<file path="src/rtl/mc_control_fsm.sv">
// Multicycle MIPS main control unit: sequences fetch/decode/execute/memory/writeback
// and drives the datapath enables, mux selects and the 2-bit ALUctr.
module mc_control_fsm #(
    parameter int ST_W = 4,
    parameter int OP_W = 6
) (
    input  logic            clk,
    input  logic            rst_n,
    input  logic [OP_W-1:0] op,
    input  logic            zero,
    input  logic            mem_ready,
    output logic            PCWrite,
    output logic            PCWriteCond,
    output logic            IorD,
    output logic            MemRead,
    output logic            MemWrite,
    output logic            IRWrite,
    output logic            MemtoReg,
    output logic            RegDst,
    output logic            RegWrite,
    output logic            ALUSrcA,
    output logic [1:0]      ALUSrcB,
    output logic [1:0]      ALUctr,
    output logic [1:0]      PCSource,
    output logic            illegal_op,
    output logic [ST_W-1:0] state_o
);

    typedef enum logic [ST_W-1:0] {
        S_INIT   = ST_W'(0),
        S_FETCH  = ST_W'(1),
        S_DECODE = ST_W'(2),
        S_MEMADR = ST_W'(3),
        S_MEMRD  = ST_W'(4),
        S_MEMWB  = ST_W'(5),
        S_MEMWR  = ST_W'(6),
        S_EXEC   = ST_W'(7),
        S_RWB    = ST_W'(8),
        S_BRANCH = ST_W'(9),
        S_JUMP   = ST_W'(10),
        S_IEXEC  = ST_W'(11),
        S_IWB    = ST_W'(12)
    } state_e;

    localparam logic [OP_W-1:0] OP_RTYPE = 6'b000000;
    localparam logic [OP_W-1:0] OP_LW    = 6'b100011;
    localparam logic [OP_W-1:0] OP_SW    = 6'b101011;
    localparam logic [OP_W-1:0] OP_BEQ   = 6'b000100;
    localparam logic [OP_W-1:0] OP_J     = 6'b000010;
    localparam logic [OP_W-1:0] OP_ADDI  = 6'b001000;
    localparam logic [OP_W-1:0] OP_ORI   = 6'b001101;

    state_e state_q, state_d;

    // zero feeds the datapath AND-gate with PCWriteCond; the FSM never branches on it.
    logic unused_zero;
    assign unused_zero = zero;

    assign state_o = state_q;

    always_ff @(posedge clk or negedge rst_n) begin
        if (!rst_n) begin
            state_q <= S_INIT;
        end else begin
            state_q <= state_d;
        end
    end

    // Handshake: in FETCH/MEMRD/MEMWR the request is held every cycle and the
    // access completes on the cycle mem_ready=1; only then does the state advance.
    always_comb begin
        state_d     = S_INIT;
        PCWrite     = 1'b0;
        PCWriteCond = 1'b0;
        IorD        = 1'b0;
        MemRead     = 1'b0;
        MemWrite    = 1'b0;
        IRWrite     = 1'b0;
        MemtoReg    = 1'b0;
        RegDst      = 1'b0;
        RegWrite    = 1'b0;
        ALUSrcA     = 1'b0;
        ALUSrcB     = 2'b00;
        ALUctr      = 2'b00;
        PCSource    = 2'b00;
        illegal_op  = 1'b0;
        case (state_q)
            S_INIT: state_d = S_FETCH;
            S_FETCH: begin
                MemRead = 1'b1;
                ALUSrcB = 2'b01;
                IRWrite = mem_ready;
                PCWrite = mem_ready;
                state_d = mem_ready ? S_DECODE : S_FETCH;
            end
            S_DECODE: begin
                ALUSrcB = 2'b11;
                case (op)
                    OP_LW, OP_SW:     state_d = S_MEMADR;
                    OP_RTYPE:         state_d = S_EXEC;
                    OP_BEQ:           state_d = S_BRANCH;
                    OP_J:             state_d = S_JUMP;
                    OP_ADDI, OP_ORI:  state_d = S_IEXEC;
                    default: begin
                        state_d    = S_FETCH;
                        illegal_op = 1'b1;
                    end
                endcase
            end
            S_MEMADR: begin
                ALUSrcA = 1'b1;
                ALUSrcB = 2'b10;
                if (op == OP_LW) begin
                    state_d = S_MEMRD;
                end else if (op == OP_SW) begin
                    state_d = S_MEMWR;
                end else begin
                    state_d = S_FETCH;
                end
            end
            S_MEMRD: begin
                MemRead = 1'b1;
                IorD    = 1'b1;
                state_d = mem_ready ? S_MEMWB : S_MEMRD;
            end
            S_MEMWB: begin
                RegWrite = 1'b1;
                MemtoReg = 1'b1;
                state_d  = S_FETCH;
            end
            S_MEMWR: begin
                MemWrite = 1'b1;
                IorD     = 1'b1;
                state_d  = mem_ready ? S_FETCH : S_MEMWR;
            end
            S_EXEC: begin
                ALUSrcA = 1'b1;
                ALUctr  = 2'b10;
                state_d = S_RWB;
            end
            S_RWB: begin
                RegWrite = 1'b1;
                RegDst   = 1'b1;
                state_d  = S_FETCH;
            end
            S_BRANCH: begin
                ALUSrcA     = 1'b1;
                ALUctr      = 2'b01;
                PCWriteCond = 1'b1;
                PCSource    = 2'b01;
                state_d     = S_FETCH;
            end
            S_JUMP: begin
                PCWrite  = 1'b1;
                PCSource = 2'b10;
                state_d  = S_FETCH;
            end
            S_IEXEC: begin
                ALUSrcA = 1'b1;
                ALUSrcB = 2'b10;
                ALUctr  = (op == OP_ORI) ? 2'b11 : 2'b00;
                state_d = S_IWB;
            end
            S_IWB: begin
                RegWrite = 1'b1;
                state_d  = S_FETCH;
            end
            default: state_d = S_INIT;
        endcase
    end

endmodule

</file>
<file path="config.mk">
export PLATFORM = sky130hd
export DESIGN_NAME = mc_control_fsm
export DESIGN_NICKNAME = d
export VERILOG_FILES = /design/src/rtl/mc_control_fsm.sv
export SDC_FILE = /design/constraint.sdc
export NUM_CORES = 1
export LEC_CHECK = 0
export CAP_MARGIN = 20
export CORE_UTILIZATION = 36
export CTS_BUF_LIST = sky130_fd_sc_hd__clkbuf_2 sky130_fd_sc_hd__clkbuf_4 sky130_fd_sc_hd__clkbuf_8
export DETAILED_ROUTE_END_ITERATION = 8
export PLACE_DENSITY_LB_ADDON = 0.3
export RECOVER_POWER = 25
export SYNTH_ARGS = -nofsm -noshare
export SYNTH_HDL_FRONTEND = slang
export SYNTH_SLANG_ARGS = --single-unit
</file>
<file path="constraint.sdc">
create_clock -name clk -period 1.9 [get_ports clk]
set_clock_uncertainty 0.15 [all_clocks]
set_input_delay 0.38 -clock clk [delete_from_list [all_inputs] [get_ports clk]]
set_output_delay 0.38 -clock clk [all_outputs]
set_load 0.01 [all_outputs]
</file>
==> impl_metrics.csv, run 1 <==
group,metric,value,unit
clock_tree,clockBufferDepth,2,
place,port_buffers,29,
sta,fin_crit_sh,110,%
setup_path,critPathLaunchType,"register",
clock_tree,root_buffer,"clkbuf_4",
place,place.gp.congestion,0.776,
setup_path,cp_slowest_stage_delay,0.48,ns
sta,finalHoldViolations,0,
sta,timing.fmax,479,MHz
cells_and_area,syn2layout_area_growth,119,%
floorplan,fp.coreArea,1510,um2
cells_and_area,fin_area,1280,um2
cells_and_area,nets,156,
grt,grt_pass1_wl,4230,um
clock_tree,cts_sinks,4,
sta,drv_slew,0,
sta,grt_setup_unrepaired,"true",
run,maxCapViolations,0,
power,power.density,822,nW/um2
sta,max_slew_margin,71.3,%
power,irDropWorstVdd,0.637,mV
grt,grt_max_degree,15,
floorplan,dieArea,1790,um2
floorplan,start_util,38.8,%
clock_tree,clock_latency,0.24,ns
sta,holdWs,0.259,ns
floorplan,die_w,42.3,um
status,status,"complete, but fails checks",
route,routed_wl,2870,um
sta,setup_ws,-0.188,ns
route,drtPass1Iterations,4,
hold_path,holdCritPathClass,"in2async",
floorplan,ioPinCount,31,
cells_and_area,fin_util,84.9,%
place,dp_cells,147,
setup_path,crit_path_top_delay_cell,"or4b_4",
route,detail-route-antenna-nets,0,
sta,setup_violations,5,
yosys,yosysWarnings,0,
setup_path,crit_chain,"nand2b_4 > or4b_4 > a21oi_2 > buf_2",
yosys,synthesis.nets,92,
place,hpwl,1500,um
grt,grt_usage,31.7,%
yosys,syn-cell-area,584,um2
grt,grt.overflow.total,0,
yosys,ys_ff_latch,4,
route,drtIter0Drc,27,
setup_path,crit_arrival,1.56,ns
clock_tree,h-tree-depth,1,
cells_and_area,layout-drive-gt1-share,62.8,%
grt,grt_antenna_before_repair,0,
setup_path,critPathKind,"reg2out",
status,violations,"negative setup slack",
floorplan,rows,14,
cells_and_area,seq_area,101,um2
cells_and_area,n_fill_cell,78,
grt,grt_pass1_vias,944,
route,routedWlPerCell,17.9,um
clock_tree,path_clk_slew,0.05,ns
yosys,yosysSeqAreaShare,17.1,%
yosys,synthCells,82,
cells_and_area,largest_reg_flops,4,
setup_path,path_max_fanout,2,
cells_and_area,insertedDiodeCount,0,
floorplan,fp.dieH,42.3,um
sta,tightest_slew,0.425,ns
yosys,syn_avg_cell_area,7.13,um2
power,p_leak,0.597,nW
clock_tree,postCtsHoldBufs,0,
yosys,synth.distinct_cells,37,
clock_tree,cts_buffers,3,
setup_path,cp-end-kind,"primary output",
cells_and_area,multi_input_area,567,um2
cells_and_area,finalNonFillerCells,161,
clock_tree,cts_tree,"yes",
place,place_area,1080,um2
setup_path,worst_ep_required_time,1.37,ns
sta,min_period,2.09,ns
route,via_per_inst,5.89,
route,vias,949,
route,route.detailed.drc,0,
==> metal layers <==
metal / GRT usage (%) / wire, um / vias to the layer above
met3: 7.33 / 177 / 8
met5: 0 / 0 / -
met4: 13.8 / 87 / 0
li1: - / - / 431
met2: 62.2 / 1570 / 51
met1: 30.6 / 1040 / 459
==> layout make-up <==
class                           count  area share (%)
Clock buffer                        4            2.35
Inverter                            1           0.294
Multi-Input combinational cell     69            44.3
Sequential cell                     4            7.93
Tap cell                           16            1.57
Timing Repair Buffer               67            43.5
==> cells in the final DEF, fill, tap and decap left out, types with 2 or more instances in the layout <==
cell type and n:
a21o_1 2, a21oi_1 3, a21oi_2 2, buf_2 13, buf_4 26, buf_6 13
clkbuf_2 5, clkbuf_4 4, clkdlybuf4s50_1 2, dfrtp_1 3, dlygate4sd2_1 3, nand2_1 7
nand2b_4 3, nor2_1 9, nor2_2 2, nor2_4 2, nor2b_1 2, nor3_2 3
nor3b_1 2, nor4b_1 2, or2_4 2
==> Yosys cell counts (all sizes together) <==
| master | count | area, um2 |
|---|---|---|
| nor3b | 3 | 22.5 |
| nor2b | 2 | 12.5 |
| nand3 | 1 | 5.00 |
| clkbuf | 4 | 15.0 |
| nor4b | 2 | 17.5 |
| o21a | 1 | 7.51 |
| a211oi | 1 | 12.5 |
| a21oi | 5 | 25.0 |
| nand3b | 1 | 7.51 |
| o311ai | 1 | 8.76 |
| maj3 | 1 | 10.0 |
| nand4b | 1 | 8.76 |
| a31o | 1 | 8.76 |
| inv | 1 | 3.75 |
| a21boi | 1 | 7.51 |
| o21ai | 2 | 10.0 |
| buf | 4 | 26.3 |
| xnor2 | 2 | 17.5 |
| o41a | 1 | 11.3 |
| o22a | 1 | 8.76 |
| o221ai | 1 | 15.0 |
| a22o | 1 | 8.76 |
| or4b | 1 | 10.0 |
| o22ai | 1 | 6.26 |
| dfrtp | 4 | 100 |
| a311oi | 1 | 8.76 |
| nand2b | 4 | 25.0 |
| o31ai | 2 | 15.0 |
| nand2 | 7 | 26.3 |
| a31oi | 1 | 6.26 |
| nor3 | 4 | 20.0 |
| nor2 | 13 | 48.8 |
| or2 | 2 | 12.5 |
| a21o | 2 | 15.0 |
| o32ai | 1 | 8.76 |
| or4 | 1 | 11.3 |
==> repair_timing <==
item                       CTS  global route
cloned                       0             1
buffers inserted             7             4
resized for setup           98            31
pin swaps                   11             7
setup endpoints to repair   21            17
==> path summary, 6_finish.rpt <==
path | startpoint | endpoint | slack (ns) | depth (start not counted)
worst max-delay path | state_o[2] | ALUctr[1] | -0.19 | 4
worst min-delay path | rst_n | state_o[3] | 0.26 | 1
min in group clk | op[0] | state_o[1] | 0.47 | 4
worst max register to register | state_o[2] | state_o[0] | 0.04 | 7
max in group asynchronous | rst_n | state_o[2] | 1.15 | 1
worst min register to register | state_o[3] | state_o[1] | 0.59 | 2
==> worst max-delay path, delay by kind of cell (launching register included) <==
family / cells / cell delay (ns)
buffers and inverters: 1 / 0.13
DFF: 1 / 0.41
AOI/OAI and AO/OA: 1 / 0.14
and+or+nand+nor: 2 / 0.63
==> power by group <==
part           leakage, nW  total [W]  internal (W)  switching [W]
sequential          0.0500   0.000127      0.000105      0.0000220
clock               0.0184   0.000138     0.0000937      0.0000441
combinational        0.529   0.000786      0.000403       0.000384
==> through the flow <==
stage	power, W	setup slack [ns]	TNS [ns]
after global placement	0.000776	-0.805	-5.21
after detailed placement	0.000789	-0.831	-5.64
after global routing	0.00110	-0.239	-1.05
after CTS	0.000937	-0.188	-0.384
after floorplan	0.000434	-0.00539	-0.00539
final	0.00105	-0.188	-0.520
==> kinds of logic (layout without fill, tap and decap cells) <==
logic type               Yosys count  after routing  share of synthesized area (%)
AO/OA/AOI/OAI                     24             24                           31.5
XOR/XNOR                           2              2                           3.00
adder cells (fa/ha/maj)            1              1                           1.71
buffers and inverters              9             72                           7.71
flip-flops                         4              4                           17.1
AND/OR/NAND/NOR                   42             42                           39.0
Note: power is estimated with default switching activity, not from simulation.
==> run 2, diff against run 1 <==
Settings changed: REMOVE_ABC_BUFFERS set to 1.
==> run 2 against run 1 <==
The run still ends with negative setup slack left. Sequential share of layout area increased by 0.81 points. Via count decreased by 7.0%. Critical path type unchanged. Power decreased by 12%. Combinational power decreased by 12%. Largest cell class unchanged.
==> impl_metrics.csv, run 2 (synthesis results as in run 1) <==
group,metric,value,unit
setup_path,path_max_fanout,2,
cells_and_area,finalNonFillerCells,156,
sta,max_slew_margin,75.2,%
route,via_per_inst,5.66,
place,hpwl,1350,um
route,met3WireLength,116,um
setup_path,r2r-start,"state_o[2]",
setup_path,reg2reg_to,"state_o[0]",
route,routedWlPerCell,14.3,um
floorplan,start_util,38.8,%
setup_path,critPathKind,"reg2out",
grt,grt.overflow.total,0,
setup_path,cp_slowest_stage_delay,0.48,ns
setup_path,crit_chain,"nand2b_4 > or4b_4 > a21oi_2 > buf_2",
power,p_seq_share,14.1,%
route,top_layer_used,"met4",
clock_tree,cts_tree,"yes",
grt,grt_pass1_vias,830,
clock_tree,clock_latency,0.23,ns
setup_path,cp-startpoint,"state_o[2]",
run,maxCapViolations,0,
route,routed_wl,2220,um
clock_tree,clockBufferDepth,2,
power,p_sw,0.000387,W
cells_and_area,fin_area,1160,um2
grt,grt_antenna_before_repair,0,
route,drtIter0Drc,14,
floorplan,fp.dieH,42.3,um
place,place_worst_setup_slack,-0.800,ns
sta,finalHoldViolations,0,
power,combinationalPowerShare,74.6,%
cells_and_area,final_common_cell,"buf_4",
floorplan,dieArea,1790,um2
route,drtPass1Iterations,5,
floorplan,fp.coreArea,1510,um2
route,drt-met1-wl,902,um
clock_tree,h-tree-depth,1,
sta,tightest_slew,0.367,ns
power,p_leak,0.549,nW
hold_path,holdCritPathClass,"in2async",
setup_path,ff2ff_setup_slack,0.16,ns
cells_and_area,insertedDiodeCount,0,
clock_tree,cts_buffers,3,
clock_tree,path_clk_slew,0.04,ns
sta,fin_crit_sh,107,%
sta,timing.fmax,490,MHz
place,place_area,1040,um2
cells_and_area,syn2layout_area_growth,98.5,%
power,p_sw_share,41.8,%
route,wl_met2,1160,um
setup_path,cp-end-kind,"primary output",
cells_and_area,final_cell_mix,"buf_4 (26), buf_2 (12), nor2_1 (10)",
floorplan,ioPinCount,31,
setup_path,crit_path_top_delay_cell,"or4b_4",
place,port_buffers,29,
sta,setup_ws,-0.141,ns
power,power.density,797,nW/um2
grt,grt_max_degree,14,
setup_path,crit_arrival,1.51,ns
route,detail-route-antenna-nets,0,
status,status,"complete, but fails checks",
clock_tree,root_buffer,"clkbuf_4",
grt,grt_usage,24.1,%
clock_tree,cts_sinks,4,
sta,min_period,2.04,ns
sta,grt_setup_unrepaired,"true",
place,dp_cells,144,
sta,drv_slew,0,
status,violations,"negative setup slack",
place,place.gp.congestion,0.788,
route,route.detailed.drc,0,
cells_and_area,layout-drive-gt1-share,53.6,%
floorplan,rows,14,
power,irDropWorstVdd,0.430,mV
setup_path,worst_ep_required_time,1.37,ns
floorplan,die_w,42.3,um
power,power.internal,0.000538,W
cells_and_area,nets,152,
cells_and_area,fin_util,77.0,%
sta,holdWs,0.265,ns
power,clockPowerShare,11.3,%
route,vias,883,
sta,setup_violations,9,
grt,grt_pass1_wl,3410,um
clock_tree,postCtsHoldBufs,0,
cells_and_area,largest_reg_flops,4,
setup_path,reg2reg_depth,7,
setup_path,critPathLaunchType,"register",
run 2: changes by cell type in the layout (fill, tap and decap cells not counted), moves of 2 or more:
| cell | before | now |
|---|---|---|
| buf_6 | 13 | 8 |
| clkdlybuf4s15_1 | 0 | 3 |
| dlygate4sd2_1 | 3 | 5 |
| nor3_1 | 1 | 3 |
| nor3_2 | 3 | 1 |
run 2: timing repair:
action | CTS | global route
setup buffers | 5 | 5
gates resized for setup | 74 | 27
pin swaps | 5 | 8
endpoints found under the setup margin | 21 | 20
run 2: through the flow:
step	setup TNS, ns	power [W]
6_report	-0.784	0.000925
4_1_cts	-0.594	0.000847
5_1_grt	-1.28	0.000976
3_5_place_dp	-4.78	0.000762
3_3_place_gp	-4.56	0.000752
2_1_floorplan	-0.195	0.000405
run 2: worst max-delay path by stage:
stage | slack [ns] | depth (start not counted) | to
after floorplan | -0.19 | 3 | ALUctr[1]
after global placement | -0.76 | 5 | ALUctr[1]
after detailed placement | -0.80 | 5 | ALUctr[1]
after CTS | -0.19 | 4 | ALUctr[1]
after global routing | -0.19 | 4 | ALUctr[1]
final | -0.14 | 4 | ALUctr[1]
run 2: metal layers:
metal  vias up  track usage (%)
met1       413             27.1
met3        10             3.88
met2        40             44.6
met4         0             9.38
li1        420                -
met5         -                0
run 2: critical path: cells and delay by family, from the launching register on:
kind	cells	cell delay [ns]
flops	1	0.37
simple gates	2	0.63
compound gates	1	0.14
buf+inv	1	0.14
run 2: layout make-up:
type | instances | area, um2
clock buffer | 3 | 22.5
inverter | 1 | 3.75
sequential | 4 | 101
tap | 16 | 20.0
multi-input combinational | 69 | 520
fill | 112 | 347
timing repair buffer | 63 | 492
run 2: power by group through the flow:
stage | Sequential [W] | Clock (W) | Combinational [W]
after floorplan | 0.000172 | 0 | 0.000233
after global routing | 0.000130 | 0.000110 | 0.000736
final | 0.000131 | 0.000104 | 0.000690
after detailed placement | 0.000124 | 0 | 0.000638
after global placement | 0.000124 | 0 | 0.000628
after CTS | 0.000126 | 0.000104 | 0.000618
==> run 3, diff against run 2 <==
Settings changed: SKIP_CTS_REPAIR_TIMING set to 1.
==> run 3 against run 2 <==
The flow still finishes with violations (negative setup slack). Non-clock buffer count fell by 5. Critical endpoint is now ALUSrcA. Largest cell class is now non-clock buffers. Fmax down 3.1%. Register-to-register slack improved by 0.11 ns.
==> impl_metrics.csv, run 3 (synthesis results as in run 1) <==
group,metric,value,unit
setup_path,reg2reg_depth,4,
sta,setup_ws,-0.207,ns
sta,tightest_slew,0.367,ns
place,port_buffers,29,
sta,drv_slew,0,
status,violations,"negative setup slack",
floorplan,ioPinCount,31,
setup_path,cp_slowest_stage_delay,0.55,ns
route,vias,857,
sta,finalHoldViolations,0,
grt,grt_max_degree,16,
place,place.gp.congestion,0.788,
floorplan,rows,14,
sta,timing.fmax,475,MHz
route,routedWlPerCell,13.8,um
clock_tree,cts_buffers,3,
clock_tree,h-tree-depth,1,
floorplan,die_w,42.3,um
sta,max_slew_margin,75.2,%
grt,grt_antenna_before_repair,0,
route,drtPass1Iterations,4,
floorplan,fp.dieH,42.3,um
cells_and_area,final_cell_mix,"buf_4 (24), nor2_1 (11), dlymetal6s2s_1 (10)",
setup_path,critPathKind,"reg2out",
setup_path,critPathLaunchType,"register",
grt,grt.overflow.total,0,
sta,setup_violations,6,
setup_path,crit_chain,"buf_6 > o21ai_0 > a21oi_1 > clkdlybuf4s50_1",
cells_and_area,insertedDiodeCount,0,
power,irDropWorstVdd,0.408,mV
floorplan,start_util,38.8,%
sta,min_period,2.11,ns
route,route.detailed.drc,0,
clock_tree,clockBufferDepth,2,
route,via_per_inst,5.68,
sta,grt_setup_unrepaired,"true",
route,routed_wl,2080,um
setup_path,crit_path_top_delay_cell,"clkdlybuf4s50_1",
place,place_worst_setup_slack,-0.800,ns
hold_path,holdCritPathClass,"in2async",
cells_and_area,largest_reg_flops,4,
clock_tree,cts_sinks,4,
cells_and_area,syn2layout_area_growth,95.5,%
power,p_leak,0.620,nW
setup_path,worst_ep_required_time,1.37,ns
clock_tree,path_clk_slew,0.04,ns
clock_tree,clock_latency,0.23,ns
cells_and_area,fin_area,1140,um2
floorplan,dieArea,1790,um2
cells_and_area,final_common_cell,"buf_4",
place,dp_cells,144,
grt,grt_pass1_vias,732,
status,status,"complete, but fails checks",
sta,fin_crit_sh,111,%
clock_tree,cts_tree,"yes",
route,drtIter0Drc,14,
cells_and_area,finalNonFillerCells,151,
grt,grt_pass1_wl,3050,um
run,maxCapViolations,0,
grt,grt_usage,21.5,%
power,power.density,793,nW/um2
setup_path,path_max_fanout,12,
cells_and_area,nets,147,
cells_and_area,layout-drive-gt1-share,45.9,%
setup_path,crit_arrival,1.58,ns
place,hpwl,1350,um
place,place_area,1040,um2
clock_tree,root_buffer,"clkbuf_4",
setup_path,cp-end-kind,"primary output",
floorplan,fp.coreArea,1510,um2
route,detail-route-antenna-nets,0,
[run 3: cell types whose count changed in the layout (fill, tap and decap cells not counted), sizes merged]
| cell | before | now |
|---|---|---|
| clkdlybuf4s50 | 3 | 6 |
| clkdlybuf4s15 | 3 | 0 |
| buf | 46 | 37 |
| dlymetal6s2s | 1 | 10 |
| dlygate4sd2 | 5 | 0 |
[run 3: metal layers]
metal  track usage, %  routed length, um
met3             2.16                101
met2             39.7               1130
met1             26.5                811
met4             5.00                 40
met5                0                  0
[run 3: path summary, 6_finish.rpt]
kind	start	endpoint	slack [ns]
min in group clk	op[0]	state_o[1]	0.45
worst min register to register	state_o[2]	state_o[2]	0.51
max in group asynchronous	rst_n	state_o[3]	1.17
worst min-delay path	rst_n	state_o[1]	0.27
worst max-delay path	state_o[1]	ALUSrcA	-0.21
worst max register to register	state_o[2]	state_o[0]	0.27
[run 3: critical path, delay by kind of cell (launching register included)]
| family | cells | cell delay, ns |
|---|---|---|
| buffers and inverters | 2 | 0.72 |
| flip-flops | 1 | 0.39 |
| AO/OA/AOI/OAI | 2 | 0.23 |
[run 3: area by class of cell]
cell class / instances / area (um2)
multi-input combinational: 69 / 492
inverter: 1 / 3.75
tap: 16 / 20.0
clock buffer: 3 / 22.5
fill: 110 / 364
timing repair buffer: 58 / 504
sequential: 4 / 100
[run 3: per-stage QoR]
stage	hold WS, ns	total power [W]	utilization [%]	TNS, ns
2_1_floorplan	-0.0656	0.000405	-	-0.195
3_3_place_gp	0.431	0.000752	69.1	-4.56
3_5_place_dp	0.441	0.000762	69.1	-4.78
4_1_cts	0.202	0.000870	70.6	-7.04
5_1_grt	0.274	0.000964	75.8	-1.33
6_report	0.267	0.000905	75.8	-0.869
[run 3: where the power goes]
group          leakage (nW)  internal, W  switching, W  total (W)
combinational         0.555     0.000360      0.000319   0.000679
clock                0.0138    0.0000705     0.0000323   0.000103
sequential           0.0517     0.000105     0.0000182   0.000124
total                 0.620     0.000536      0.000369   0.000905
